`src/rtl/sub64_serial.sv`:
```
// Multi-cycle borrow-chained subtractor. One SLICE-wide subtract stage is
// reused LSB-first for WIDTH/SLICE cycles behind a valid/ready handshake.
module sub64_serial #(
  parameter int unsigned WIDTH = 64,
  parameter int unsigned SLICE = 32
) (
  input  logic             clk,
  input  logic             rst_n,
  input  logic             in_valid,
  output logic             in_ready,
  input  logic [WIDTH-1:0] in1,
  input  logic [WIDTH-1:0] in2,
  input  logic             bin,
  output logic             out_valid,
  input  logic             out_ready,
  output logic [WIDTH:0]   out,
  output logic             ovf,
  output logic             zero
);

  localparam int unsigned NS = WIDTH / SLICE;
  localparam int unsigned KW = (NS > 1) ? $clog2(NS) : 1;

  typedef enum logic [1:0] {StIdle, StCalc, StDone} state_e;

  state_e            state_q, state_d;
  logic [WIDTH-1:0]  a_q, a_d;
  logic [WIDTH-1:0]  b_q, b_d;
  logic [WIDTH-1:0]  res_q, res_d;
  logic              borrow_q, borrow_d;
  logic [KW-1:0]     k_q, k_d;
  logic              in_ready_q, in_ready_d;
  logic              out_valid_q, out_valid_d;
  logic [WIDTH:0]    out_q, out_d;
  logic              ovf_q, ovf_d;
  logic              zero_q, zero_d;

  logic [31:0]       lo;
  logic [SLICE-1:0]  a_s, b_s, d_s;
  logic              b_out;
  logic [WIDTH-1:0]  res_full;

  // Current slice of each operand and the single shared subtract stage.
  always_comb begin
    lo       = SLICE * 32'(k_q);
    a_s      = a_q[lo +: SLICE];
    b_s      = b_q[lo +: SLICE];
    {b_out, d_s} = {1'b0, a_s} - {1'b0, b_s} - {{SLICE{1'b0}}, borrow_q};
    res_full = res_q;
    res_full[lo +: SLICE] = d_s;
  end

  // Next-state and datapath control.
  always_comb begin
    state_d     = state_q;
    a_d         = a_q;
    b_d         = b_q;
    res_d       = res_q;
    borrow_d    = borrow_q;
    k_d         = k_q;
    in_ready_d  = in_ready_q;
    out_valid_d = out_valid_q;
    out_d       = out_q;
    ovf_d       = ovf_q;
    zero_d      = zero_q;
    unique case (state_q)
      StIdle: begin
        if (!in_ready_q) begin
          // First edge after reset release opens the input.
          in_ready_d = 1'b1;
        end else if (in_valid) begin
          a_d        = in1;
          b_d        = in2;
          borrow_d   = bin;
          k_d        = '0;
          in_ready_d = 1'b0;
          state_d    = StCalc;
        end
      end
      StCalc: begin
        res_d    = res_full;
        borrow_d = b_out;
        if (k_q == KW'(NS - 1)) begin
          k_d         = '0;
          out_valid_d = 1'b1;
          out_d       = {b_out, res_full};
          ovf_d       = (a_q[WIDTH-1] != b_q[WIDTH-1]) & (res_full[WIDTH-1] != a_q[WIDTH-1]);
          zero_d      = (res_full == '0);
          state_d     = StDone;
        end else begin
          k_d = k_q + 1'b1;
        end
      end
      StDone: begin
        if (out_ready) begin
          out_valid_d = 1'b0;
          in_ready_d  = 1'b1;
          state_d     = StIdle;
        end
      end
      default: state_d = StIdle;
    endcase
  end

  // State register with asynchronous clear.
  always_ff @(posedge clk or negedge rst_n) begin
    if (!rst_n) begin
      state_q     <= StIdle;
      a_q         <= '0;
      b_q         <= '0;
      res_q       <= '0;
      borrow_q    <= 1'b0;
      k_q         <= '0;
      in_ready_q  <= 1'b0;
      out_valid_q <= 1'b0;
      out_q       <= '0;
      ovf_q       <= 1'b0;
      zero_q      <= 1'b0;
    end else begin
      state_q     <= state_d;
      a_q         <= a_d;
      b_q         <= b_d;
      res_q       <= res_d;
      borrow_q    <= borrow_d;
      k_q         <= k_d;
      in_ready_q  <= in_ready_d;
      out_valid_q <= out_valid_d;
      out_q       <= out_d;
      ovf_q       <= ovf_d;
      zero_q      <= zero_d;
    end
  end

  assign in_ready  = in_ready_q;
  assign out_valid = out_valid_q;
  assign out       = out_q;
  assign ovf       = ovf_q;
  assign zero      = zero_q;

endmodule

```
`config.mk`:
```
export PLATFORM = sky130hd
export DESIGN_NAME = sub64_serial
export DESIGN_NICKNAME = d
export VERILOG_FILES = /design/src/rtl/sub64_serial.sv
export SDC_FILE = /design/constraint.sdc
export NUM_CORES = 1
export LEC_CHECK = 0
export ABC_AREA = 1
export BUFFER_PORTS_ARGS = -buffer_cell sky130_fd_sc_hd__buf_2
export CAP_MARGIN = 20
export CORE_UTILIZATION = 50
export CTS_CLUSTER_DIAMETER = 100
export CTS_CLUSTER_SIZE = 30
export DETAILED_ROUTE_END_ITERATION = 8
export GPL_TIMING_DRIVEN = 1
export PLACE_DENSITY = 0.71
export SETUP_SLACK_MARGIN = 0.15
export SLEW_MARGIN = 20
export SYNTH_ARGS = -nofsm -noshare
export SYNTH_HDL_FRONTEND = slang
export SYNTH_SLANG_ARGS = --single-unit
```
`constraint.sdc`:
```
create_clock -name clk -period 5.1 [get_ports clk]
set_clock_uncertainty 0.05 [all_clocks]
set_input_delay 0.255 -clock clk [delete_from_list [all_inputs] [get_ports clk]]
set_output_delay 0.255 -clock clk [all_outputs]
set_load 0.05 [all_outputs]
```
After elaboration in Yosys (flattened, before gate mapping)
Index checks and enable logic that the tools add are counted.
W data, S select, Z words.
{"block": "classes", "bitwise_logic": 1, "addsub": 4, "n_eq_ne": 8, "reduce_logical": 11, "muxes": 20, "shifts": 4}
{"operator": "$shiftx A64 B7 Y32", "count": 2}
{"operator": "$bwmux W64", "count": 1}
{"operator": "$logic_not A64 Y1", "count": 1}
{"operator": "$shift A32 B34 Y64 const A", "count": 1}
{"operator": "$shiftx A32 B34 Y64", "count": 1}
{"operator": "$neg A6 Y34", "count": 1}
{"operator": "$sub A32 B32 Y33", "count": 1}
{"operator": "$sub A33 B1 Y33", "count": 1}
{"operator": "$mux W1", "count": 10}
{"operator": "$reduce_and A3 Y1", "count": 3}
{"operator": "$mux W2", "count": 4}
{"operator": "$ne A2 B2 Y1 const B", "count": 4}
{"operator": "$pmux W1 S2", "count": 4}
{"operator": "$pmux W2 S3", "count": 1}
{"operator": "$reduce_bool A2 Y1", "count": 3}
{"operator": "$reduce_and A2 Y1", "count": 2}
{"operator": "$reduce_and A4 Y1", "count": 1}
{"operator": "$eq A2 B1 Y1 const B", "count": 1}
{"operator": "$eq A2 B2 Y1 const B", "count": 1}
{"operator": "$logic_not A2 Y1", "count": 1}
{"operator": "$ne A1 B1 Y1", "count": 2}
{"operator": "$add A1 B1 Y1 const B", "count": 1}
{"operator": "$and A1 B1 Y1", "count": 1}
{"block": "totals", "in_bits": 133, "register_bits": 265, "out_inout_bits": 69, "elab_cells": 59}

Longest topological paths before layout
{"block": "logic_depth", "word_depth": 7, "depth_mapped": 30, "depth_no_buf": 25}

Worst setup path after synthesis
OpenSTA, ideal clock, no wires.
{"block": "synth_path", "kind": "register to register", "start": "reg k_q", "end": "reg zero_q (netlist: zero)", "required_ps": 4984, "setup_ps": 66, "path_slack_ps": 1666, "n_path_buf": 6, "path_stages_with_launch": 26, "period_less_slack_ps": 3434, "arrival_time_ps": 3318, "path_cell_list": "dfrtp_1 -> buf_6 -> buf_4 -> clkbuf_8 -> buf_2 -> buf_4 -> buf_2 -> mux2i_1 -> ha_1 -> inv_1 -> ha_1 -> nand2_1 -> inv_2 -> nand2_2 -> inv_1 -> a21oi_1 -> nand2_2 -> xnor2_2 -> nand2_1 -> nand2_1 -> nand2_1 -> nor2_1 -> nand3_1 -> nor2_1 -> nand3_1 -> nand2_1"}
{"block": "synth_between", "elab_chain_len": 6, "elab_cells_between_ends": 10, "classes_between": "add/sub: 3; shift: 4; mux: 1; reduce/logical: 2"}
{"element": "start, declared", "line_no": "31", "rtl": "logic [KW-1:0] k_q, k_d;"}
{"element": "start signal, assigned", "line_no": "125", "rtl": "k_q <= k_d;"}
{"element": "$shiftx A64 B7 Y32, on equally long branches", "line_no": "46, 47"}
{"element": "$sub A32 B32 Y33", "line_no": "48", "rtl": "{b_out, d_s} = {1'b0, a_s} - {1'b0, b_s} - {{SLICE{1'b0}}, borrow_q};"}
{"element": "$sub A33 B1 Y33", "line_no": "48"}
{"element": "$shiftx A32 B34 Y64", "line_no": "50", "rtl": "res_full[lo +: SLICE] = d_s;"}
{"element": "$bwmux W64", "line_no": "50"}
{"element": "$logic_not A64 Y1", "line_no": "88", "rtl": "zero_d = (res_full == '0);"}
{"element": "end signal, assigned", "line_no": "130", "rtl": "zero_q <= zero_d;"}
{"element": "end, declared", "line_no": "36", "rtl": "logic zero_q, zero_d;"}
Several ways; a longest one is shown, not always the timed one.
A chain may end at the register's enable or synchronous reset.

Worst setup path after layout
Same ends and word-level chain as after synthesis.

==> reports/qor_table.md <==
| Parameter | This run | Unit |
|---|---|---|
| Die Y-Extent | 168 | µm |
| Transition time at the pin with the least slew margin | 0.907 | ns |
| Maximum capacitance violations | 0 | - |
| Cell repeated most along the worst path | nor2_1 | - |
| Pin count of the biggest net entering global routing | 137 | - |
| Worst setup EP type | flip-flop | - |
| Count of synthesis-stage warnings from yosys | 0 | - |
| Buffer cell driving the clock tree root | clkbuf_16 | - |
| TritonCTS clock tree | yes | - |
| Clock latency at the later pin of the worst-skew pair | 0.50 | ns |
| Total Routed Length | 35600 | µm |
| Length of the first detailed-routing pass in iterations | 4 | - |
| Area share of the leading cell type in the synthesized netlist | 0.458 | - |
| Nature of the critical path startpoint | flip-flop | - |
| Synthesized area divided by synthesized cell count | 8.62 | µm² |
| Final-stage net count | 2093 | - |
| Register bit total from synthesis | 252 | - |
| Req. time, crit path | 5.48 | ns |
| Number of port buffers | 201 | - |
| Setup slack of the worst register-to-register path | 0.86 | ns |
| Number of CTS-inserted buffers | 12 | - |
| Wire length of the first global-routing pass | 58200 | µm |
| Total global routing track utilization | 0.259 | - |
| Vias post-DR | 11300 | - |
| HPWL Detailed | 24700 | µm |
| Most frequent cells in the layout | nand2_1 (499), dfrtp_1 (251), inv_1 (201) | - |
| Post-synth net total | 1791 | - |
| Antenna Cells | 0 | - |
| Synthesis-to-layout area growth | 21.6 | % |
| Cell with the largest stage delay on the worst path | dfrtp_4 | - |
| Cell taking the most area after synthesis | dfrtp_1 | - |
| Fraction of the cycle the final worst path needs | 0.831 | - |
| Count of unique library cells instantiated by Yosys | 47 | - |
| Number of buffers between clock root and the deepest sink | 3 | - |
| Number of cells traversed by the worst register-to-register path | 16 | - |
| Final hold violations | 0 | - |
| Total number of H-tree levels | 1 | - |
| Post-CTS setup buffer count | 0 | - |
| Vias in the first global route | 11400 | - |
| Starting Density | 0.510 | - |
| CP Class | flip-flop to flip-flop | - |
| Final period demand of the worst path | 4.24 | ns |
| Clock slew at the register clock pins of the worst setup and hold paths | 0.12 | ns |
| Worst-path maximum fanout | 39 | - |
| GPL Wtd Cong | 0.912 | - |
| Cell-by-cell listing of the critical path | buf_4 -> mux2i_1 -> ha_1 -> inv_1 -> ha_1 -> a21oi_1 -> o21ai_0 -> nor2_1 -> nor2_1 -> nor2_1 -> nand2_1 -> xnor2_1 -> nand3_1 -> nor2_1 -> nand3_1 -> nand2_1 | - |
| Unrepaired setup endpoints after global routing | no | - |
| WL/cell | 15.9 | µm |
| Peak Freq | 0.236 | GHz |
| Ranking of synthesized cells by area | dfrtp_1 (46%), nand2_1 (14%), mux2_2 (10%) | - |
| CORE AREA | 27000 | µm² |
| Die Span X | 168 | µm |
| Delay-heaviest family, CP | simple AND/OR/NAND/NOR gates | - |
| Post-synthesis instance area | 13800 | µm² |
| Hold Path Stages | 4 | - |
| Bufs and invs on worst path | 2 | - |
| Number of cells produced by synthesis | 1596 | - |
| Number of antenna violations at the first check in global routing | 0 | - |
| Endpoints failing setup | 0 | - |
| Run status | finished clean | - |
| Number of pins exceeding their max-slew limit in the final report | 0 | - |
| Data arrival time at the worst-slack endpoint | 4.62 | ns |
| Initial DRC Count | 652 | - |
| Total congestion overflow | 0 | - |
| Placement Rows | 60 | - |
| Logic depth of the worst setup path including buffers | 16 | - |
| Share of post-route cells with drive strength above 1 | 0.230 | - |
| Path class of the lowest-slack min-delay path | input port to flip-flop | - |
| Number of sinks handled by clock tree synthesis | 252 | - |
| Number of vias per cell | 5.06 | - |
| Part of the Yosys area used for sequential elements | 0.458 | - |
| Relative slew slack | 0.395 | - |
| Longest individual stage delay on the worst path | 0.85 | ns |
| Most frequent standard cell in the layout excluding fill and tap cells | nand2_1 | - |
| Accumulated negative setup slack | 0 | ns |
| Number of DRC violations after detailed routing | 0 | - |
| Antenna-violating nets left | 0 | - |
| Die Area | 28200 | µm² |
| Boundary Pins | 202 | - |
-- final timing paths --
path | startpoint | end
min reg2reg | out[23]$_DFFE_PN0P_ | out[23]$_DFFE_PN0P_
max reg2reg | k_q$_DFFE_PN0P_ | zero$_DFFE_PN0P_
max in group asynchronous | rst_n | a_q[55]$_DFFE_PN0P_
min | in_valid | in_ready$_DFFE_PN0P_
min in group asynchronous | rst_n | out[1]$_DFFE_PN0P_
max | k_q$_DFFE_PN0P_ | zero$_DFFE_PN0P_
-- area by class of cell --
cell class / instances / area [µm²]
clock buffer: 14 / 329
clock inverter: 3 / 22.5
fill: 2313 / 10200
inverter: 215 / 813
multi-input combinational: 1076 / 6390
sequential: 252 / 6310
tap: 341 / 427
timing repair buffer: 341 / 2420
-- what timing repair did --
item                      in CTS  in global routing
gates resized for setup        0                  0
hold buffers                 130                  0
hold endpoints to repair     264                  0
-- cells in the mapped netlist (all sizes together) --
| cell | instances |
|---|---|
| a21boi | 1 |
| a21o | 1 |
| a21oi | 32 |
| a31oi | 1 |
| and2 | 2 |
| buf | 22 |
| clkbuf | 31 |
| dfrtp | 252 |
| fa | 2 |
| ha | 60 |
| inv | 215 |
| mux2 | 123 |
| mux2i | 31 |
| nand2 | 532 |
| nand3 | 63 |
| nand3b | 8 |
| nand4 | 12 |
| nor2 | 83 |
| nor3 | 6 |
| o211ai | 1 |
| o21ai | 89 |
| o21bai | 4 |
| o22a | 3 |
| o22ai | 1 |
| or2 | 9 |
| xnor2 | 10 |
| xor2 | 2 |
-- kinds of logic after synthesis --
group | count (synthesis) | share of synthesized area
AO/OA/AOI/OAI | 133 | 0.0526
XOR/XNOR | 12 | 0.00819
adder cells (fa/ha/maj) | 62 | 0.0575
buffers and inverters | 268 | 0.0772
flip-flops | 252 | 0.458
multiplexers | 154 | 0.123
AND/OR/NAND/NOR | 715 | 0.223
-- metal layers --
metal / GRT usage / vias to the layer above / part of all wire / routed length (µm)
met5: 0 / - / 0 / 0
met4: 0.0678 / 0 / 0.023 / 833
met3: 0.0306 / 48 / 0.042 / 1510
met2: 0.432 / 279 / 0.47 / 16900
met1: 0.358 / 5382 / 0.46 / 16300
li1: - / 5640 / - / -
-- registers in the layout, indices dropped and copies added, names as in the netlist --
| register | count |
|---|---|
| res_q | 51 |
| state_q | 2 |
| k_q | 1 |
| zero | 1 |
| a_q | 64 |
| in_ready | 1 |
| out | 65 |
| ovf | 1 |
| borrow_q | 1 |
| b_q | 64 |
| out_valid | 1 |
-- tightest hold or removal path, stage by stage --
cell and delay, ns:
buf_2 0.07, nand2_1 0.07, nand2_1 0.08, o211ai_1 0.09
-- through the flow --
| step | std cells | util | setup WS (ns) | cell area [µm²] | hold slack (ns) |
|---|---|---|---|---|---|
| after floorplan | 1596 | - | 1.67 | 13800 | -0.0906 |
| after global placement | 2094 | 0.558 | 0.932 | 15000 | 0.401 |
| after detailed placement | 2094 | 0.558 | 0.874 | 15000 | 0.405 |
| after CTS | 2241 | 0.619 | 0.810 | 16700 | 0.0560 |
| after global routing | 2242 | 0.620 | 0.478 | 16700 | 0.113 |
| final | 2242 | 0.620 | 0.860 | 16700 | 0.0572 |
Power is left out: the tool's default activity adds up to more than one toggle a clock period on the data nets, which glitch-free logic cannot reach.
